### config.mk
export PLATFORM = sky130hd
export DESIGN_NAME = idli_decode_queue_m
export DESIGN_NICKNAME = d
export VERILOG_FILES = /design/src/rtl/idli_decode_queue_m.sv
export SDC_FILE = /design/constraint.sdc
export NUM_CORES = 1
export LEC_CHECK = 0
export ABC_AREA = 1
export BUFFER_PORTS_ARGS = -buffer_cell sky130_fd_sc_hd__buf_4
export CAP_MARGIN = 15
export CORE_ASPECT_RATIO = 0.6
export CORE_MARGIN = 2
export CORE_UTILIZATION = 40
export CTS_CLUSTER_DIAMETER = 200
export DETAILED_ROUTE_END_ITERATION = 6
export GPL_ROUTABILITY_DRIVEN = 0
export SYNTH_ARGS = -nofsm -noshare
export SYNTH_HDL_FRONTEND = slang
export SYNTH_SLANG_ARGS = --single-unit
### constraint.sdc
create_clock -name i_dq_gck -period 2.9 [get_ports i_dq_gck]
set_input_delay 0.145 -clock i_dq_gck [delete_from_list [all_inputs] [get_ports i_dq_gck]]
set_output_delay 0.145 -clock i_dq_gck [all_outputs]
set_load 0.03 [all_outputs]
### src/rtl/idli_decode_queue_m.sv
// Decode queue: assembles SQI slices into instruction words, pre-classifies them and buffers DEPTH entries.
// Optional macro IDLI_DECODE_QUEUE_BYPASS_EN adds a same-cycle path from a completing word to an empty queue's outputs.
package idli_decode_queue_pkg;
  typedef enum logic [1:0] {
    PIPE_ALU   = 2'd0,
    PIPE_SHIFT = 2'd1,
    PIPE_IO    = 2'd2,
    PIPE_COUNT = 2'd3
  } pipe_t;
endpackage

module idli_decode_queue_m
  import idli_decode_queue_pkg::*;
#(
  parameter int WORD_W  = 16,
  parameter int SLICE_W = 4,
  parameter int DEPTH   = 4
) (
  input  logic                       i_dq_gck,
  input  logic                       i_dq_rst,
  input  logic                       i_dq_flush,
  input  logic [SLICE_W-1:0]         i_dq_slice,
  input  logic                       i_dq_slice_vld,
  output logic                       o_dq_slice_rdy,
  output logic                       o_dq_vld,
  input  logic                       i_dq_rdy,
  output logic [WORD_W-1:0]          o_dq_enc,
  output pipe_t                      o_dq_pipe,
  output logic                       o_dq_imm,
  output logic [$clog2(DEPTH+1)-1:0] o_dq_count
);
  localparam int NSL = WORD_W / SLICE_W;
  localparam int SCW = (NSL > 1) ? $clog2(NSL) : 1;
  localparam int PW  = $clog2(DEPTH);
  localparam int CW  = $clog2(DEPTH + 1);

  logic [WORD_W-1:0] mem_enc [DEPTH];
  pipe_t             mem_pipe[DEPTH];
  logic              mem_imm [DEPTH];

  logic [CW-1:0]     count;
  logic [PW-1:0]     rd_ptr, wr_ptr;
  logic [SCW-1:0]    slice_cnt;
  logic [WORD_W-1:0] shreg;
  logic              imm_pending;
  logic [WORD_W-1:0] enc_q;
  pipe_t             pipe_q;
  logic              imm_q;

  logic              slice_acc, word_done, head_vld, byp, byp_take, push, pop;
  logic [WORD_W-1:0] word_next;
  pipe_t             new_pipe;

  // Nibble fields: op = slice 0, s1..s3 = following slices.
  function automatic pipe_t classify(input logic [WORD_W-1:0] w);
    logic [3:0] op, s1, s3;
    op = w[WORD_W-1 -: 4];
    s1 = w[WORD_W-1-SLICE_W -: 4];
    s3 = w[WORD_W-1-3*SLICE_W -: 4];
    if (op == 4'b1010 && (s3[3:1] == 3'b101 || s3[3:1] == 3'b110)) return PIPE_SHIFT;
    if (op == 4'b1101 && !s1[0]) return PIPE_IO;
    if (op == 4'b1110 && s1[0]) return PIPE_COUNT;
    return PIPE_ALU;
  endfunction

  function automatic logic sets_imm(input logic [WORD_W-1:0] w);
    logic [3:0] op, s2, s3;
    op = w[WORD_W-1 -: 4];
    s2 = w[WORD_W-1-2*SLICE_W -: 4];
    s3 = w[WORD_W-1-3*SLICE_W -: 4];
    return (s3 == 4'hF) && (op[3:1] != 3'b100) && !(op == 4'b1101 && !s2[0]);
  endfunction

  assign o_dq_slice_rdy = (count < CW'(DEPTH));
  assign o_dq_count     = count;
  assign slice_acc      = i_dq_slice_vld && o_dq_slice_rdy && !i_dq_flush;
  assign word_done      = slice_acc && (slice_cnt == SCW'(NSL - 1));
  assign word_next      = {shreg[WORD_W-SLICE_W-1:0], i_dq_slice};
  assign new_pipe       = imm_pending ? PIPE_ALU : classify(word_next);
  assign head_vld       = (count != '0);

`ifdef IDLI_DECODE_QUEUE_BYPASS_EN
  assign byp = word_done && !head_vld;
`else
  assign byp = 1'b0;
`endif

  assign byp_take = byp && i_dq_rdy;
  assign push     = word_done && !byp_take;
  assign pop      = head_vld && i_dq_rdy && !i_dq_flush;
  assign o_dq_vld = head_vld || byp;

  // Outputs hold the last presented entry when nothing is valid.
  always_comb begin
    o_dq_enc  = enc_q;
    o_dq_pipe = pipe_q;
    o_dq_imm  = imm_q;
    if (head_vld) begin
      o_dq_enc  = mem_enc[rd_ptr];
      o_dq_pipe = mem_pipe[rd_ptr];
      o_dq_imm  = mem_imm[rd_ptr];
    end else if (byp) begin
      o_dq_enc  = word_next;
      o_dq_pipe = new_pipe;
      o_dq_imm  = imm_pending;
    end
  end

  always_ff @(posedge i_dq_gck) begin
    if (push && !i_dq_rst) begin
      mem_enc[wr_ptr]  <= word_next;
      mem_pipe[wr_ptr] <= new_pipe;
      mem_imm[wr_ptr]  <= imm_pending;
    end
  end

  always_ff @(posedge i_dq_gck) begin
    if (i_dq_rst) begin
      count       <= '0;
      rd_ptr      <= '0;
      wr_ptr      <= '0;
      slice_cnt   <= '0;
      shreg       <= '0;
      imm_pending <= 1'b0;
      enc_q       <= '0;
      pipe_q      <= PIPE_ALU;
      imm_q       <= 1'b0;
    end else begin
      enc_q  <= o_dq_enc;
      pipe_q <= o_dq_pipe;
      imm_q  <= o_dq_imm;
      if (i_dq_flush) begin
        count       <= '0;
        rd_ptr      <= '0;
        wr_ptr      <= '0;
        slice_cnt   <= '0;
        imm_pending <= 1'b0;
      end else begin
        if (slice_acc) begin
          shreg     <= word_next;
          slice_cnt <= word_done ? '0 : slice_cnt + 1'b1;
        end
        if (word_done) imm_pending <= imm_pending ? 1'b0 : sets_imm(word_next);
        if (push) wr_ptr <= wr_ptr + 1'b1;
        if (pop)  rd_ptr <= rd_ptr + 1'b1;
        count <= count + CW'(push) - CW'(pop);
      end
    end
  end
endmodule

== After elaboration in Yosys (flattened, before gate mapping) ==
Memories as Yosys holds them, arrays and structs flattened. A register that Yosys moved wholly into a read port is not among the register bits.
Index checks and enable logic that the tools add are counted.
Widths: inputs -> output; s select.
Cells by class
  $add $sub $neg: 5
  order comparisons: 1
  equality and inequality tests: 8
  muxes and demuxes: 26
  bitwise logic cells: 1
  reductions and logical operators: 21
Operators with widths (number)
  $mux 2: 15
  $eq 4x4->1 const B: 4
  $mux 16: 1
  $logic_and 1x1->1: 12
  $mux 1: 10
  $add 2x1->2 const B: 3
  $eq 3x3->1 const B: 2
  $logic_not 1->1: 5
  $add 3x1->3: 1
  $lt 3x3->1 const B: 1
  $ne 3x3->1 const B: 1
  $reduce_bool 3->1: 1
  $sub 3x1->3: 1
  $eq 2x2->1 const B: 1
  $reduce_and 2->1: 1
  $reduce_or 2->1: 1
  $logic_or 1x1->1: 1
  $not 1->1: 1
Word-level totals
  register bits: 41
  memory bits (writable): 76
  input bits: 9
  output and inout bits: 24
  memories kept: 3
Memories
  mem_enc: depth 4, width 16, rd ports 1, clocked after Yosys merged registers in 1, write ports 1, line 37  | logic [WORD_W-1:0] mem_enc [DEPTH];
  mem_pipe: depth 4, width 2, rd ports 1, clocked after Yosys merged registers in 1, write ports 1, line 38  | pipe_t mem_pipe[DEPTH];
  mem_imm: depth 4, width 1, rd ports 1, clocked after Yosys merged registers in 1, write ports 1, line 39  | logic mem_imm [DEPTH];

== Longest topological paths before layout ==
Gate-level depths: netlist (run 1).
  depth in word-level cells: 11
  depth in mapped cells: 13
  mapped depth without buffers: 12

== Worst setup path before layout (run 1) ==
Ideal clock, no wire load.
  path type: flip-flop to flip-flop
  start: register count[2] (netlist: o_dq_count[2])
  end: memory mem_enc[0][0], enable pin
  library setup time: 395 ps
  arrival time: 1902 ps
  required time: 2505 ps
  path slack: 604 ps
  cell stages (with the launch flop): 6
  path buffers: 0
  path through: dfxtp_1 inv_2 nand3_2 nor2_1 nand2_1 nor2_1
On the way
  cells in the longest elaborated chain, start to end: 7
RTL lines
  start: declaration: line 41  | logic [CW-1:0] count;
  start signal: assignment: line 146  | count <= count + CW'(push) - CW'(pop);
  $lt 3x3->1: line 74  | assign o_dq_slice_rdy = (count < CW'(DEPTH));
  via o_dq_slice_rdy: line 24  | output logic o_dq_slice_rdy,
  $logic_and 1x1->1 (2 in series): line 76  | assign slice_acc = i_dq_slice_vld && o_dq_slice_rdy && !i_dq_flush;
  $logic_and 1x1->1: line 77  | assign word_done = slice_acc && (slice_cnt == SCW'(NSL - 1));
  $logic_and 1x1->1: line 110  | if (push && !i_dq_rst) begin
  $mux 1: line 110
  $mux 1 (not written as such): line 111  | mem_enc[wr_ptr] <= word_next;
  end: declaration: line 37
The timed path passes the listed nets, and every way through them passes these cells.

== Worst setup path in the final report (run 1) ==
  start: register count[2] (netlist: o_dq_count[2])
  end: register count[2] (netlist: o_dq_count[2])
On the way
  cells in the longest elaborated chain, start to end: 6
  elaborated cells between the ends (all ways): 9
  those cells by class: add/sub: 2; order compare: 1; reduce/logical: 6
RTL lines (line)
  $lt 3x3->1: 74
  $logic_and 1x1->1 (2 in series): 76
  $logic_and 1x1->1: 77
  $add 3x1->3: 146
  $sub 3x1->3 (*): 146
Every way passes the cells marked *; elsewhere a longest branch is shown, timed or not.
A chain may end at the register's enable or synchronous reset.

==> impl_metrics.env, run 1 <==
export IMPL_outcome="completed"
export IMPL_fin_crit_sh=0.8132
export IMPL_yosys_area_top_type_share=0.4463
export IMPL_h_tree_depth=4
export IMPL_reg2reg_slack_ns=0.54
export IMPL_syn_avg_cell_area_um2=9.132
export IMPL_grt_first_pass_wirelength_um=17620
export IMPL_drive_gt1_frac=0.1268
export IMPL_async_reset_ff_frac=0
export IMPL_tritoncts="done"
export IMPL_insertion_delay_ns=0.41
export IMPL_tns_ns=0
export IMPL_cts_sinks=119
export IMPL_pin_count=33
export IMPL_min_to="rd_ptr[1]"
export IMPL_slew_headroom=0.5163
export IMPL_rows=31
export IMPL_grt_start_max_net_pins=41
export IMPL_grt_usage=0.1735
export IMPL_start_util=0.4172
export IMPL_worst_r2r_cell_count=11
export IMPL_synth_nets=577
export IMPL_yosysMostFrequentCell="nand2_1"
export IMPL_grt_busiest_layer="met2"
export IMPL_path_cells="inv_2 -> nand3_2 -> inv_2 -> nand2_1 -> ha_1 -> inv_1 -> ha_1 -> inv_1 -> fa_1 -> nor2_1 -> nor2_1"
export IMPL_cts_setup_buffers=0
export IMPL_finalHoldViolCount=0
export IMPL_ys_types=22
export IMPL_cp_top_family="adder cells"
export IMPL_cpPeakStageDelay_ns=0.38
export IMPL_cts_buffers=17
export IMPL_synth_seq_cells=119
export IMPL_min_period_ns=2.358
export IMPL_leakage_nw=2.768
export IMPL_syn_to_final_growth_pct=19.08
export IMPL_endpoint_kind="flip-flop"
export IMPL_worst_clock_skew_ns=0.009991
export IMPL_fin_ws_ns=0.5416
export IMPL_vias_per_cell=4.540
export IMPL_die_height_um=91.58
export IMPL_cts_root_buf="clkbuf_16"
export IMPL_drtIter0Drc=175
export IMPL_r2r_start="o_dq_count[2]"
export IMPL_cts_resized=0
export IMPL_grt_overflow_total=0
export IMPL_io_buffers=32
export IMPL_antenna_cells=0
export IMPL_tightest_slew_ns=0.7245
export IMPL_synth_edf_count=76
export IMPL_worst_ep_arrival_time_ns=2.66
export IMPL_placed_cells=744
export IMPL_met2_usage=0.2447
export IMPL_met3_usage=0.05126
export IMPL_crit_buf_inv=4
export IMPL_crit_required_ns=3.20
export IMPL_synthTopCellsByCount="nand2_1, inv_1, edfxtp_1"
export IMPL_yosysSeqAreaShare=0.6146
export IMPL_slew_violations=0
export IMPL_p_per_area_nw_per_um2=622.0
export IMPL_synth_flop_cell="edfxtp_1"
export IMPL_clk_pin_slew_ns=0.05
export IMPL_die_area_um2=13730
export IMPL_hp_start="i_dq_flush"
export IMPL_drt_first_pass_iters=4
export IMPL_gr_usage_met1=0.2443
export IMPL_setup_viol=0
export IMPL_routed_wl_um=10820
export IMPL_postRouteAntennaNets=0
export IMPL_clk_path_buf_depth=2
export IMPL_dp_slack_ns=0.5620
export IMPL_holdPathStages=4
export IMPL_cts_hold_buf=4
export IMPL_r2r_end="o_dq_count[2]"
export IMPL_critPathKind="flip-flop to flip-flop"
export IMPL_drc=0
export IMPL_ys_warnings_count=0
export IMPL_p_total_mw=3.788
export IMPL_nNetsFinal=619
export IMPL_min_path_type="input port to flip-flop"
export IMPL_wire_per_inst_um=13.87
export IMPL_worstPathMaxFanout=19
export IMPL_core_region_area_um2=12260
export IMPL_max_freq_ghz=0.4240
export IMPL_synth_area_leaders="edfxtp_1, dfxtp_1, nand2_1, inv_1, nand3_1"
export IMPL_rsz0062_at_grt="no"
export IMPL_via_count=3541
export IMPL_die_x_um=150.0
export IMPL_synth_area_leader_cell="edfxtp_1"
export IMPL_start_kind="flip-flop"
export IMPL_grt_pass1_vias=3439
export IMPL_syn_area_um2=5114
export IMPL_slowest_stage="fa_1"
export IMPL_antenna_found_initial=0
export IMPL_ir_worst_vdd_mv=0.3804
export IMPL_instances_no_fill=780
export IMPL_synth_cells=560
export IMPL_hpwl_um=6547
export IMPL_cap_violations=0
## stage by stage
stage               cell area [um2]  hold WS, ns    util
global route                   6090       0.1326  0.4968
floorplan                      5114       0.2439       -
finish                         6090       0.1045  0.4968
CTS                            6090      0.08775  0.4968
detailed placement             5504       0.3915  0.4491
global placement               5504       0.3843  0.4491
## where the power goes
part | internal [mW] | switching, mW
Clock | 1.22 | 0.693
Sequential | 1.80 | 0.0144
Combinational | 0.0195 | 0.0368
Total | 3.04 | 0.744
## kinds of logic after synthesis
| group | Yosys count | share of synthesized area |
|---|---|---|
| AND/OR/NAND/NOR | 262 | 0.2200 |
| AO/OA/AOI/OAI | 26 | 0.02545 |
| XOR/XNOR | 1 | 0.001713 |
| adder cells (fa/ha/maj) | 8 | 0.02104 |
| buffers and inverters | 144 | 0.1172 |
| flip-flops | 119 | 0.6146 |
## layout by cell type, fill, tap and decap left out
cell type,instances
a21oi_1,20
inv_2,9
clkbuf_1,5
o21ai_0,6
nand2_2,3
nor3_1,1
buf_4,37
nand3b_1,1
dfxtp_1,43
fa_1,1
ha_1,7
inv_1,115
or2_0,17
nand2_1,135
nand3_1,60
clkinv_1,1
buf_12,2
clkbuf_8,6
xor2_1,1
edfxtp_1,76
nand3_2,1
or2_1,2
clkbuf_16,17
dlygate4sd3_1,4
clkinv_2,3
nor2_1,42
## per-layer routing
metal / routed length (um) / share of wire
met1: 5341 / 0.49
met2: 4570 / 0.42
met3: 815 / 0.075
met4: 90 / 0.0083
met5: 0 / 0
## flip-flops by register name, indices dropped and copies added (netlist names), 2 cells and up, named ones only
signal	count
o_dq_count	3
mem_imm	4
enc_q	16
shreg	12
pipe_q	2
mem_pipe	8
rd_ptr	2
wr_ptr	2
mem_enc	64
slice_cnt	2
## how the worst max path moves through the flow
| stage | start | end | slack, ns | depth (start not counted) |
|---|---|---|---|---|
| 6_report | o_dq_count[2] | o_dq_count[2] | 0.54 | 11 |
| 5_1_grt | o_dq_count[2] | o_dq_count[2] | 0.29 | 12 |
| 4_1_cts | o_dq_count[2] | o_dq_count[2] | 0.54 | 12 |
| 3_5_place_dp | o_dq_count[2] | o_dq_count[2] | 0.56 | 11 |
| 3_3_place_gp | o_dq_count[2] | o_dq_count[2] | 0.64 | 11 |
| 2_1_floorplan | o_dq_count[2] | mem_enc[0][0] | 0.60 | 5 |
## worst reg2reg max path, cell delays in order, from the launching register on
cell     delay [ns]
dfxtp_1        0.35
inv_2          0.08
nand3_2        0.29
inv_2          0.29
nand2_1        0.17
ha_1           0.30
inv_1          0.06
ha_1           0.12
inv_1          0.05
fa_1           0.38
nor2_1         0.11
nor2_1         0.05
## layout make-up
type                    count  area, um2
fillers                  1178       6167
clock inverters             4      18.77
multi-input cells         297       1371
well taps                 165      206.4
clock buffers              28      526.8
flip-flops and latches    119       3143
repair buffers             43      357.8
inverters                 124      465.4
Note: power is estimated with default switching activity, not from simulation.
==> inputs of run 2 (changes only) <==
--- a/config.mk
+++ b/config.mk
@@ -5,7 +5,7 @@
 export SDC_FILE = /design/constraint.sdc
 export NUM_CORES = 1
 export LEC_CHECK = 0
-export ABC_AREA = 1
+export ABC_AREA = 0
 export BUFFER_PORTS_ARGS = -buffer_cell sky130_fd_sc_hd__buf_4
 export CAP_MARGIN = 15
 export CORE_ASPECT_RATIO = 0.6
==> constraint.sdc (replaced) <==
create_clock -name i_dq_gck -period 2.1 [get_ports i_dq_gck]
set_input_delay 0.105 -clock i_dq_gck [delete_from_list [all_inputs] [get_ports i_dq_gck]]
set_output_delay 0.105 -clock i_dq_gck [all_outputs]
set_load 0.03 [all_outputs]
==> run 2 against run 1 <==
Against the previous run:
- non-clock buffer count grew 14
- setup slack got worse by 0.49 ns
- first-iteration DRC count decreased by 11%
- clock skew fell by 0.0016 ns
- synthesized cell count down 48%
- critical path type is now flip-flop to primary output
- sequential share of layout area up 2.3 points
- flip-flop and latch count did not move
- utilization up 2.4 points
- die area is 10% lower
==> impl_metrics.env, run 2 <==
export IMPL_p_per_area_nw_per_um2=908.0
export IMPL_leakage_nw=2.071
export IMPL_rsz0062_at_grt="yes"
export IMPL_whs_ns=0.06627
export IMPL_die_height_um=86.81
export IMPL_synthTopCellsByCount="edfxtp_1, dfxtp_1, nand2_1"
export IMPL_cts_sinks=119
export IMPL_endpoint_kind="primary output"
export IMPL_h_tree_depth=4
export IMPL_tightest_slew_ns=0.4084
export IMPL_utilization=0.5206
export IMPL_worstPathMaxFanout=5
export IMPL_largest_register="mem_enc"
export IMPL_grt_start_max_net_pins=33
export IMPL_clk_path_buf_depth=2
export IMPL_slew_headroom=0.7243
export IMPL_final_cell_mix="edfxtp_1, buf_4, dfxtp_1"
export IMPL_crit_required_ns=2.00
export IMPL_async_reset_ff_frac=0
export IMPL_yosysSeqAreaShare=0.6875
export IMPL_n_fill_cell=914
export IMPL_start_kind="flip-flop"
export IMPL_cts_buffers=17
export IMPL_cts_root_buf="clkbuf_16"
export IMPL_via_count=2577
export IMPL_synth_edf_count=76
export IMPL_clk_pin_slew_ns=0.05
export IMPL_pin_count=33
export IMPL_slowest_stage="mux4_2"
export IMPL_wire_per_inst_um=17.78
export IMPL_synth_cells=290
export IMPL_yosysMostFrequentCell="edfxtp_1"
export IMPL_grt_usage=0.1610
export IMPL_die_area_um2=12330
export IMPL_yosys_area_top_type_share=0.4992
export IMPL_grt_first_pass_wirelength_um=14290
export IMPL_postRouteAntennaNets=0
export IMPL_insertion_delay_ns=0.40
export IMPL_worst_ep_arrival_time_ns=1.94
export IMPL_synth_flop_cell="edfxtp_1"
export IMPL_critPathKind="flip-flop to primary output"
export IMPL_ys_types=32
export IMPL_syn_avg_cell_area_um2=15.77
export IMPL_outcome="completed"
export IMPL_drc=0
export IMPL_wl_met3_um=385
export IMPL_slew_violations=0
export IMPL_routed_top_layer="met4"
export IMPL_tritoncts="done"
export IMPL_antenna_cells=0
export IMPL_wl_met2_um=4138
export IMPL_rows=30
export IMPL_max_freq_ghz=0.4885
export IMPL_ir_worst_vdd_mv=0.5173
export IMPL_largestRegisters="mem_enc (64), enc_q (16), shreg (12)"
export IMPL_drive_gt1_frac=0.3760
export IMPL_fin_crit_sh=0.9747
export IMPL_syn_to_final_growth_pct=27.81
export IMPL_finalHoldViolCount=0
export IMPL_synth_seq_cells=119
export IMPL_synth_nets=307
export IMPL_core_region_area_um2=11220
export IMPL_cpPeakStageDelay_ns=0.50
export IMPL_drt_met1_wl_um=4518
export IMPL_nNetsFinal=371
export IMPL_io_buffers=32
export IMPL_synth_area_leaders="edfxtp_1, dfxtp_1, mux4_2, mux2_2, nor2b_1"
export IMPL_crit_buf_inv=2
export IMPL_setup_viol=0
export IMPL_antenna_found_initial=0
export IMPL_routed_wl_um=9088
export IMPL_largest_reg_flops=64
export IMPL_die_x_um=142.0
export IMPL_path_cells="clkbuf_16 -> mux4_2 -> mux2_2 -> buf_4"
export IMPL_cap_violations=0
export IMPL_worst_clock_skew_ns=0.008393
export IMPL_min_period_ns=2.047
export IMPL_hpwl_um=5409
export IMPL_synth_area_leader_cell="edfxtp_1"
export IMPL_vias_per_cell=5.043
export IMPL_cp_top_family="multiplexers"
export IMPL_drt_first_pass_iters=4
export IMPL_grt_overflow_total=0
export IMPL_syn_area_um2=4572
export IMPL_ys_warnings_count=0
export IMPL_grt_pass1_vias=2627
export IMPL_min_path_type="input port to flip-flop"
export IMPL_drtIter0Drc=156
export IMPL_start_util=0.4074
export IMPL_layout_commonest_cell="edfxtp_1"
run 2: where the power goes:
part           internal (mW)  switching, mW  leakage [nW]
sequential              2.48         0.0100          1.04
clock                   1.73           1.01         0.268
combinational         0.0278         0.0452         0.765
total                   4.24           1.07          2.07
run 2: worst paths after layout:
| kind | slack, ns | start | endpoint | cells after the start |
|---|---|---|---|---|
| min | 0.07 | i_dq_flush | imm_pending | 4 |
| min reg2reg | 0.48 | slice_cnt[1] | slice_cnt[1] | 2 |
| max | 0.05 | flip-flop | o_dq_pipe[1] | 4 |
| max reg2reg | 0.06 | slice_cnt[1] | o_dq_count[2] | 11 |
run 2: area by class of cell:
type | instances | area [um2] | share of cell area
inverter | 7 | 28.78 | 0.004925
sequential | 119 | 3152 | 0.5394
clock inverter | 13 | 131.4 | 0.02248
tap | 144 | 180.2 | 0.03084
timing repair buffer | 57 | 508.0 | 0.08694
multi-input combinational | 152 | 1410 | 0.2413
clock buffer | 19 | 432.9 | 0.07409
run 2: cells by family after synthesis:
family                     Yosys count  synth area share
DFF                                119            0.6875
xor gates and xnor gates             7           0.01341
adders and majority gates            8           0.02354
buffers and inverters               19           0.01998
and+or+nand+nor                     78           0.08976
muxes                               38            0.1404
AOI/OAI and AO/OA                   21           0.02545
run 2: worst min-delay path, delay by kind of cell:
| kind | cells | cell delay (ns) |
|---|---|---|
| compound gates | 1 | 0.06 |
| buf+inv | 1 | 0.12 |
| simple gates | 2 | 0.14 |
run 2: metrics by stage:
stage	worst slack, ns	setup TNS (ns)	cells	total power [mW]	instance area [um2]
final	0.05304	0	511	5.305	5843
after floorplan	0.02216	0	290	2.563	4586
after global placement	0.04099	0	472	2.601	5106
after global routing	-0.05600	-0.05600	511	5.466	5843
after CTS	-0.02891	-0.02891	509	5.346	5749
after detailed placement	-0.04906	-0.04906	472	2.603	5106
run 2: routing by layer:
metal / GRT usage / vias to the layer above
li1: - / 1205
met1: 0.2210 / 1313
met2: 0.2477 / 55
met3: 0.04309 / 4
met4: 0.06273 / 0
met5: 0 / -
run 2: what timing repair did:
action	CTS	global route
resized for setup	4	14
endpoints found under the setup margin	7	4
hold buffers	4	0
pin swaps	1	6
endpoints found under the hold margin	19	0
buffers inserted	0	1
gates cloned	1	1
==> inputs of run 3 (changes only) <==
--- a/config.mk
+++ b/config.mk
@@ -14,6 +14,7 @@
 export CTS_CLUSTER_DIAMETER = 200
 export DETAILED_ROUTE_END_ITERATION = 6
 export GPL_ROUTABILITY_DRIVEN = 0
+export PLACE_DENSITY = 0.63
 export SYNTH_ARGS = -nofsm -noshare
 export SYNTH_HDL_FRONTEND = slang
 export SYNTH_SLANG_ARGS = --single-unit
==> run 3 against run 2 <==
Against the previous run:
- total power shrank 5.5%
- fmax shrank 0.19%
- combinational power shrank 1%
- non-clock buffer count shrank 1
- largest power group is now sequential cells
==> impl_metrics.env, run 3 (synthesized netlist as in run 2, its figures left out) <==
export IMPL_grt_usage=0.1621
export IMPL_outcome="completed"
export IMPL_die_height_um=86.81
export IMPL_h_tree_depth=4
export IMPL_routed_wl_um=8973
export IMPL_die_area_um2=12330
export IMPL_worstPathMaxFanout=5
export IMPL_endpoint_kind="primary output"
export IMPL_placed_cells=467
export IMPL_utilization=0.5193
export IMPL_place_area_um2=5106
export IMPL_ir_worst_vdd_mv=0.7180
export IMPL_rows=30
export IMPL_n_fill_cell=933
export IMPL_layout_area_seq_um2=3152
export IMPL_start_kind="flip-flop"
export IMPL_tritoncts="done"
export IMPL_fin_crit_sh=0.9766
export IMPL_stdcell_area_um2=5828
export IMPL_dp_slack_ns=-0.07633
export IMPL_syn_to_final_growth_pct=27.48
export IMPL_antenna_found_initial=0
export IMPL_drc=0
export IMPL_finalHoldViolCount=0
export IMPL_p_int_mw=4.039
export IMPL_min_period_ns=2.051
export IMPL_layout_commonest_cell="edfxtp_1"
export IMPL_power_frac_comb=0.014
export IMPL_vias_per_cell=5.022
export IMPL_slowest_stage="mux4_2"
export IMPL_largest_register="mem_enc"
export IMPL_tightest_slew_ns=0.4919
export IMPL_critPathKind="flip-flop to primary output"
export IMPL_path_cells="clkbuf_16 -> mux4_2 -> mux2_2 -> buf_4"
export IMPL_io_buffers=32
export IMPL_tns_ns=0
export IMPL_pin_count=33
export IMPL_power_share_sequential=0.497
export IMPL_cts_buffers=17
export IMPL_worst_ep_arrival_time_ns=1.95
export IMPL_largest_reg_flops=64
export IMPL_worst_clock_skew_ns=0.01167
export IMPL_slew_headroom=0.6679
export IMPL_wire_per_inst_um=17.66
export IMPL_largestRegisters="mem_enc (64), enc_q (16), shreg (12)"
export IMPL_p_sw_frac=0.1944
export IMPL_drive_gt1_frac=0.3626
export IMPL_crit_buf_inv=2
export IMPL_cts_root_buf="clkbuf_16"
export IMPL_via_count=2551
export IMPL_cap_violations=0
export IMPL_nNetsFinal=370
export IMPL_max_freq_ghz=0.4876
export IMPL_grt_pass1_vias=2733
export IMPL_multi_input_comb_area_um2=1408
export IMPL_pwr_share_clk=0.489
export IMPL_slew_violations=0
export IMPL_whs_ns=0.06576
export IMPL_p_per_area_nw_per_um2=860.3
export IMPL_drtIter0Drc=113
export IMPL_hpwl_um=5158
export IMPL_cts_sinks=119
export IMPL_insertion_delay_ns=0.41
export IMPL_instances_no_fill=508
export IMPL_cp_top_family="multiplexers"
export IMPL_p_sw_mw=0.9745
export IMPL_clk_pin_slew_ns=0.05
export IMPL_clk_path_buf_depth=2
export IMPL_crit_required_ns=2.00
export IMPL_postRouteAntennaNets=0
export IMPL_setup_viol=0
export IMPL_grt_overflow_total=0
export IMPL_p_total_mw=5.014
export IMPL_fin_ws_ns=0.04920
export IMPL_antenna_cells=0
export IMPL_start_util=0.4074
export IMPL_drt_first_pass_iters=4
export IMPL_grt_first_pass_wirelength_um=14400
export IMPL_final_cell_mix="edfxtp_1, dfxtp_1, buf_4"
export IMPL_leakage_nw=2.058
export IMPL_rsz0062_at_grt="yes"
export IMPL_min_path_type="input port to flip-flop"
export IMPL_core_region_area_um2=11220
export IMPL_cpPeakStageDelay_ns=0.50
export IMPL_die_x_um=142.0
export IMPL_grt_start_max_net_pins=34
==> run 3: cell type report <==
type                    count  area share
clock inverters             7    0.005582
repair buffers             56     0.09639
inverters                   7    0.004508
multi-input cells         152      0.2415
well taps                 144     0.03091
clock buffers              23     0.08029
flip-flops and latches    119      0.5408
==> run 3: worst register-to-register path, delay by kind of cell, from the launching register on <==
| kind | cells | cell delay (ns) |
|---|---|---|
| DFF | 1 | 0.33 |
| xor gates and xnor gates | 2 | 0.31 |
| buffers and inverters | 3 | 0.18 |
| adders and majority gates | 4 | 0.82 |
| and+or+nand+nor | 2 | 0.29 |
==> run 3: path summary, 6_finish.rpt <==
kind	slack, ns	end	startpoint	depth (start not counted)
worst max register to register	0.05	o_dq_count[2]	slice_cnt[0]	11
worst min-delay path	0.07	wr_ptr[1]	i_dq_flush	3
worst max-delay path	0.05	o_dq_enc[2]	flip-flop	4
worst min register to register	0.48	slice_cnt[1]	slice_cnt[1]	2
==> run 3: power by group through the flow <==
stage | sequential, mW | combinational (mW) | clock [mW]
6_report | 2.49 | 0.0721 | 2.45
3_5_place_dp | 2.54 | 0.0656 | 0
3_3_place_gp | 2.54 | 0.0626 | 0
5_1_grt | 2.49 | 0.0802 | 2.64
4_1_cts | 2.49 | 0.0732 | 2.52
2_1_floorplan | 2.53 | 0.0306 | 0
==> run 3: metal layers <==
| metal | vias up | part of all wire | GRT usage |
|---|---|---|---|
| li1 | 1202 | - | - |
| met1 | 1286 | 0.49 | 0.2107 |
| met2 | 53 | 0.44 | 0.2582 |
| met3 | 10 | 0.051 | 0.05138 |
| met4 | 0 | 0.013 | 0.06000 |
| met5 | - | 0 | 0 |
==> run 3: repair_timing <==
item | 4_1_cts | 5_1_grt
resized for setup | 10 | 11
pin swaps | 4 | 5
gates cloned | 0 | 3
hold buffers | 4 | 0
hold endpoints to repair | 20 | 0
endpoints found under the setup margin | 3 | 12
buffers inserted | 2 | 2
